===== config.mk =====
export PLATFORM = sky130hd
export DESIGN_NAME = mips_mc_ctrl
export DESIGN_NICKNAME = d
export VERILOG_FILES = /design/src/rtl/mips_pkg.sv /design/src/rtl/mips_mc_waitcnt.sv /design/src/rtl/mips_mc_ctrl.sv
export SDC_FILE = /design/constraint.sdc
export NUM_CORES = 1
export LEC_CHECK = 0
export ABC_CLOCK_PERIOD_IN_PS = 1800
export CORE_ASPECT_RATIO = 1.5
export CORE_UTILIZATION = 43
export DETAILED_ROUTE_END_ITERATION = 6
export GPL_TIMING_DRIVEN = 0
export PLACE_DENSITY = 0.75
export SETUP_SLACK_MARGIN = 0.5
export SYNTH_ARGS = -nofsm -noshare
export SYNTH_HDL_FRONTEND = slang
export SYNTH_SLANG_ARGS = --single-unit

===== constraint.sdc =====
create_clock -name i_clk -period 1.8 [get_ports i_clk]
set_input_delay 0.36 -clock i_clk [delete_from_list [all_inputs] [get_ports i_clk]]
set_output_delay 0.36 -clock i_clk [all_outputs]
set_load 0.01 [all_outputs]

===== src/rtl/mips_pkg.sv =====
// Shared types and encodings for the multicycle MIPS control unit.
package mips_pkg;

    typedef enum logic [3:0] {
        S_START,
        S_FETCH,
        S_DECODE,
        S_MEMADR,
        S_MEMRD,
        S_MEMWB,
        S_MEMWR,
        S_EXEC,
        S_ALUWB,
        S_ADDIEX,
        S_ADDIWB,
        S_BRANCH,
        S_JUMP,
        S_ILLEGAL,
        S_ERROR
    } state_t;

    localparam logic [5:0] OP_RTYPE = 6'h00;
    localparam logic [5:0] OP_J     = 6'h02;
    localparam logic [5:0] OP_BEQ   = 6'h04;
    localparam logic [5:0] OP_BNE   = 6'h05;
    localparam logic [5:0] OP_ADDI  = 6'h08;
    localparam logic [5:0] OP_LW    = 6'h23;
    localparam logic [5:0] OP_SW    = 6'h2B;

    localparam logic [1:0] SRCB_REG    = 2'b00;
    localparam logic [1:0] SRCB_FOUR   = 2'b01;
    localparam logic [1:0] SRCB_IMM    = 2'b10;
    localparam logic [1:0] SRCB_IMM_SH = 2'b11;

    localparam logic [1:0] PC_SRC_ALU    = 2'b00;
    localparam logic [1:0] PC_SRC_ALUOUT = 2'b01;
    localparam logic [1:0] PC_SRC_JUMP   = 2'b10;

    localparam logic [1:0] ALU_ADD   = 2'b00;
    localparam logic [1:0] ALU_SUB   = 2'b01;
    localparam logic [1:0] ALU_FUNCT = 2'b10;

endpackage


===== src/rtl/mips_mc_waitcnt.sv =====
// Memory-wait counter; expire fires when the wait limit is reached with ready still low.
module mips_mc_waitcnt #(
    parameter int TIMEOUT_CYCLES = 15
) (
    input  logic clk,
    input  logic rst_n,
    input  logic clr,
    input  logic en,
    output logic expire
);
    localparam int W = (TIMEOUT_CYCLES > 0) ? $clog2(TIMEOUT_CYCLES + 1) : 1;
    localparam logic [W-1:0] LIMIT = W'(TIMEOUT_CYCLES);

    logic [W-1:0] count;

    always_ff @(posedge clk or negedge rst_n) begin
        if (!rst_n) begin
            count <= '0;
        end else if (clr) begin
            count <= '0;
        end else if (en) begin
            count <= count + W'(1);
        end
    end

    // en already excludes ready, so a same-cycle ready always beats the limit
    assign expire = (TIMEOUT_CYCLES != 0) && en && (count == LIMIT);

endmodule


===== src/rtl/mips_mc_ctrl.sv =====
// Multicycle MIPS control unit: Moore FSM over a shared datapath and memory port,
// with a ready handshake and a sticky bus error on wait timeout.
module mips_mc_ctrl
    import mips_pkg::*;
#(
    parameter int TIMEOUT_CYCLES = 15,
    parameter bit BNE_EN         = 1'b1
) (
    input  logic       i_clk,
    input  logic       i_rst_n,
    input  logic [5:0] i_opcode,
    input  logic       i_zero,
    input  logic       i_mem_ready,
    output logic       o_mem_read,
    output logic       o_mem_write,
    output logic       o_iord,
    output logic       o_ir_write,
    output logic       o_pc_write,
    output logic [1:0] o_pc_src,
    output logic       o_alu_src_a,
    output logic [1:0] o_alu_src_b,
    output logic [1:0] o_alu_op,
    output logic       o_ext_op,
    output logic       o_reg_write,
    output logic       o_reg_dst,
    output logic       o_mem_to_reg,
    output logic       o_retire,
    output logic       o_illegal,
    output logic       o_bus_err
);
    // state   | meaning
    // FETCH   | read instr, PC+=4 on ready     DECODE | dispatch, precompute branch target
    // MEMADR  | lw/sw address                  MEMRD/MEMWR | data access, wait on ready
    // *WB     | register writeback, retire     BRANCH/JUMP | PC update, retire
    // ILLEGAL | skip unknown opcode            ERROR | bus timeout, exit by reset only
    state_t      state;
    logic [5:0]  op_q;
    logic        bus_err;
    logic        wait_state;
    logic        expire;

    assign wait_state = (state == S_FETCH) || (state == S_MEMRD) || (state == S_MEMWR);

    mips_mc_waitcnt #(.TIMEOUT_CYCLES(TIMEOUT_CYCLES)) u_waitcnt (
        .clk    (i_clk),
        .rst_n  (i_rst_n),
        .clr    (!wait_state || i_mem_ready),
        .en     (wait_state && !i_mem_ready),
        .expire (expire)
    );

    always_ff @(posedge i_clk or negedge i_rst_n) begin
        if (!i_rst_n) begin
            state   <= S_START;
            op_q    <= OP_RTYPE;
            bus_err <= 1'b0;
        end else begin
            if (expire) bus_err <= 1'b1;
            case (state)
                S_START:  state <= S_FETCH;
                S_FETCH:  if (expire) state <= S_ERROR; else if (i_mem_ready) state <= S_DECODE;
                S_DECODE: begin
                    op_q <= i_opcode;
                    case (i_opcode)
                        OP_RTYPE:     state <= S_EXEC;
                        OP_LW, OP_SW: state <= S_MEMADR;
                        OP_BEQ:       state <= S_BRANCH;
                        OP_BNE:       state <= BNE_EN ? S_BRANCH : S_ILLEGAL;
                        OP_J:         state <= S_JUMP;
                        OP_ADDI:      state <= S_ADDIEX;
                        default:      state <= S_ILLEGAL;
                    endcase
                end
                S_MEMADR: state <= (op_q == OP_SW) ? S_MEMWR : S_MEMRD;
                S_MEMRD:  if (expire) state <= S_ERROR; else if (i_mem_ready) state <= S_MEMWB;
                S_MEMWR:  if (expire) state <= S_ERROR; else if (i_mem_ready) state <= S_FETCH;
                S_EXEC:   state <= S_ALUWB;
                S_ADDIEX: state <= S_ADDIWB;
                S_MEMWB, S_ALUWB, S_ADDIWB, S_BRANCH, S_JUMP, S_ILLEGAL: state <= S_FETCH;
                S_ERROR:  state <= S_ERROR;
                default:  state <= S_START;
            endcase
        end
    end

    assign o_bus_err = bus_err;

    always_comb begin
        o_mem_read   = 1'b0;
        o_mem_write  = 1'b0;
        o_iord       = 1'b0;
        o_ir_write   = 1'b0;
        o_pc_write   = 1'b0;
        o_pc_src     = PC_SRC_ALU;
        o_alu_src_a  = 1'b0;
        o_alu_src_b  = SRCB_REG;
        o_alu_op     = ALU_ADD;
        o_ext_op     = 1'b0;
        o_reg_write  = 1'b0;
        o_reg_dst    = 1'b0;
        o_mem_to_reg = 1'b0;
        o_retire     = 1'b0;
        o_illegal    = 1'b0;
        case (state)
            S_FETCH: begin
                o_mem_read  = 1'b1;
                o_alu_src_b = SRCB_FOUR;
                o_ir_write  = i_mem_ready;
                o_pc_write  = i_mem_ready;
            end
            S_DECODE: begin
                o_alu_src_b = SRCB_IMM_SH;
                o_ext_op    = 1'b1;
            end
            S_MEMADR, S_ADDIEX: begin
                o_alu_src_a = 1'b1;
                o_alu_src_b = SRCB_IMM;
                o_ext_op    = 1'b1;
            end
            S_MEMRD: begin
                o_mem_read = 1'b1;
                o_iord     = 1'b1;
            end
            S_MEMWB: begin
                o_reg_write  = 1'b1;
                o_mem_to_reg = 1'b1;
                o_retire     = 1'b1;
            end
            S_MEMWR: begin
                o_mem_write = 1'b1;
                o_iord      = 1'b1;
                o_retire    = i_mem_ready;
            end
            S_EXEC: begin
                o_alu_src_a = 1'b1;
                o_alu_op    = ALU_FUNCT;
            end
            S_ALUWB: begin
                o_reg_write = 1'b1;
                o_reg_dst   = 1'b1;
                o_retire    = 1'b1;
            end
            S_ADDIWB: begin
                o_reg_write = 1'b1;
                o_retire    = 1'b1;
            end
            S_BRANCH: begin
                o_alu_src_a = 1'b1;
                o_alu_op    = ALU_SUB;
                o_pc_src    = PC_SRC_ALUOUT;
                o_pc_write  = (op_q == OP_BNE) ? !i_zero : i_zero;
                o_retire    = 1'b1;
            end
            S_JUMP: begin
                o_pc_src   = PC_SRC_JUMP;
                o_pc_write = 1'b1;
                o_retire   = 1'b1;
            end
            S_ILLEGAL: o_illegal = 1'b1;
            default: ;
        endcase
    end

endmodule


==> flow_summary.json <==
{
  "outcome": "complete, but fails checks",
  "violations": "DRC, setup timing",
  "track_usage_pct": 29.9,
  "numClockSinks": 15,
  "cts_root_buf": "clkbuf_4",
  "power_density_nw_per_um2": 1590,
  "mostFrequentLayoutCell": "buf_6",
  "hold_path.class": "in -> async",
  "core_region_area_um2": 2420,
  "ant_nets": 0,
  "cp_num_buf_inv": 1,
  "fp.dieW_um": 43.1,
  "dpl.cell_count": 178,
  "io_pins": 29,
  "numCtsBuffers": 3,
  "synth_fp_nets": 137,
  "syn_avg_cell_area_um2": 8.66,
  "antenna_found_initial": 0,
  "path_max_fanout": 2,
  "synth_edf_count": 0,
  "synth_ff_type": "dfrtp_1",
  "slew_viol_final": 0,
  "ys_warn_count": 0,
  "finalSetupViolations": 12,
  "ys_ff_latch": 15,
  "setup_slack_ns": -0.546,
  "crit_path_end_kind": "output port",
  "tightestPinTransition_ns": 0.702,
  "period_minus_slack_ns": 2.35,
  "place_congestion": 0.829,
  "ys_seq_area_share_pct": 34.4,
  "leakage_uw": 0.000901,
  "grt_max_degree": 16,
  "placement.io_buffers": 28,
  "clock_latency_ns": 0.29,
  "area_growth_pct": 93.0,
  "rsz0062_at_grt": "true",
  "drt_iter0_drc": 45,
  "synth_area_um2": 1090,
  "critPathArrivalTime_ns": 1.99,
  "wl_per_cell_um": 19.1,
  "vias_per_cell": 6.19,
  "relSlewSlack_pct": 53.0,
  "path_class": "reg -> out",
  "crit_path_start_kind": "register",
  "finalNonFillerCells": 219,
  "fp.dieH_um": 63.7,
  "clkTransAtPathRegs_ns": 0.10,
  "clock-skew-final_ns": 0.0119,
  "synth_cell_types": 46,
  "h-tree-depth": 1,
  "worstPathCellList": "or4b_4, nor3_2, nand4bb_1, or3b_4, buf_6",
  "nets": 207,
  "nFillCells": 118,
  "crit_family": "simple AND/OR/NAND/NOR gates",
  "grt_pass1_wl_um": 6260,
  "final_util_pct": 86.9,
  "first_pass_iters": 6,
  "drive_gt1_share_pct": 61.5,
  "start_util_pct": 45.0,
  "synth_cells": 126,
  "cap_violations": 0,
  "grt-ovfl-total": 0,
  "hold_viol_final": 0,
  "final_cell_mix": "buf_6 (31), buf_4 (15), dfrtp_1 (12)",
  "clock_path_buffers": 2,
  "cpPeakStageDelay_ns": 0.54,
  "dp_hpwl_um": 2170,
  "ir_drop_uv": 1010,
  "dieArea_um2": 2750,
  "cts_tree": "built",
  "first_global_vias": 1336,
  "fmax_mhz": 426,
  "slowest_stage": "or4b_4",
  "antenna_cells": 0,
  "vias": 1355,
  "crit_required_ns": 1.44,
  "wl_um": 4190,
  "period_share_pct": 130,
  "ys_async_sr_fraction_pct": 100,
  "drc_errors": 1,
  "placementRows": 22
}
## flip-flops by register name (all words and copies together) (netlist names)
name / count
u_waitcnt.count: 4
o_bus_err: 1
op_q: 6
state: 4
## metal layers
metal / wire length (um) / share of wire (%) / vias up / GRT usage (%)
met5: 0 / 0 / - / 0
met1: 1670 / 40 / 669 / 35.5
li1: - / - / 612 / -
met3: 101 / 2.4 / 23 / 1.15
met4: 203 / 4.8 / 0 / 18.2
met2: 2220 / 53 / 51 / 51.3
## power by group
part           internal (uW)  total (uW)  switching [uW]
clock                   86.2         200             114
combinational           1390        2590            1210
sequential               464         552            87.6
## metrics by stage
step	instance area (um^2)	setup TNS [ns]	hold slack (ns)	total power, uW	setup slack, ns
finish	2110	-1.80	0.476	3350	-0.546
global route	2110	-2.29	0.507	3490	-0.592
CTS	2000	-1.51	0.464	3030	-0.531
detailed placement	1550	-2.79	0.457	2130	-0.577
global placement	1550	-2.58	0.445	2110	-0.564
floorplan	1240	-0.0392	0.0644	1630	-0.0392
## path summary, 6_finish.rpt
kind,startpoint,end,slack (ns),cells after the start
min reg2reg,u_waitcnt.count[0]$_DFF_PN0_,u_waitcnt.count[0]$_DFF_PN0_,0.48,1
max,op_q[5]$_DFFE_PN0P_,o_pc_write,-0.55,5
min,i_rst_n,op_q[3]$_DFFE_PN0P_,0.48,1
max in group asynchronous,i_rst_n,state[2]$_DFFE_PN0P_,0.84,1
max reg2reg,state[3]$_DFFE_PN0P_,u_waitcnt.count[2]$_DFF_PN0_,0.02,9
min in group i_clk,u_waitcnt.count[0]$_DFF_PN0_,u_waitcnt.count[0]$_DFF_PN0_,0.48,1
## kinds of logic (layout without fill, tap and decap cells)
group	after synthesis	in the layout	synth area share, %
multiplexers	7	7	7.00
buffers and inverters	11	80	4.59
adder cells (fa/ha/maj)	1	1	1.15
AO/OA/AOI/OAI	28	28	18.0
flip-flops	15	15	34.4
XOR/XNOR	2	2	1.61
AND/OR/NAND/NOR	62	62	33.3
## final cells by class
class / count / area, um^2 / share of cell area (%)
Inverter: 4 / 17.5 / 0.832
Timing Repair Buffer: 65 / 614 / 29.2
Clock buffer: 4 / 26.3 / 1.25
Buffer: 7 / 92.6 / 4.40
Sequential cell: 15 / 379 / 18.0
Tap cell: 24 / 30.0 / 1.43
Multi-Input combinational cell: 100 / 946 / 44.9
## Yosys cell counts (2+ instances only)
library cell  instances  share of area [%]
nor4_1                2                1.1
o31ai_1               2                1.4
and3_1                2                1.1
or3_1                 2                1.1
nand2b_1              7                4.0
inv_1                 4                1.4
clkbuf_1              2               0.69
nor2b_1               3                1.7
nand3_1               6                2.8
nor2_1               11                3.8
a31oi_1               2                1.1
o211ai_1              4                2.8
or3b_1                2                1.6
a21oi_1               6                2.8
o21ai_0               2               0.92
a22oi_1               2                1.4
mux2i_1               2                1.8
nand2_1              11                3.8
o21bai_1              2                1.4
nor3_1                3                1.4
nand4_1               2                1.1
buf_2                 4                1.8
dfrtp_1              15                 34
mux2_2                5                5.2
nand3b_1              2                1.4
## repair_timing
item	in CTS	in global routing
resized for setup	125	15
endpoints found under the setup margin	34	33
hold buffers	0	0
setup buffers	33	4
pin swaps	21	12
No activity file was read; power rests on OpenSTA's default activity.
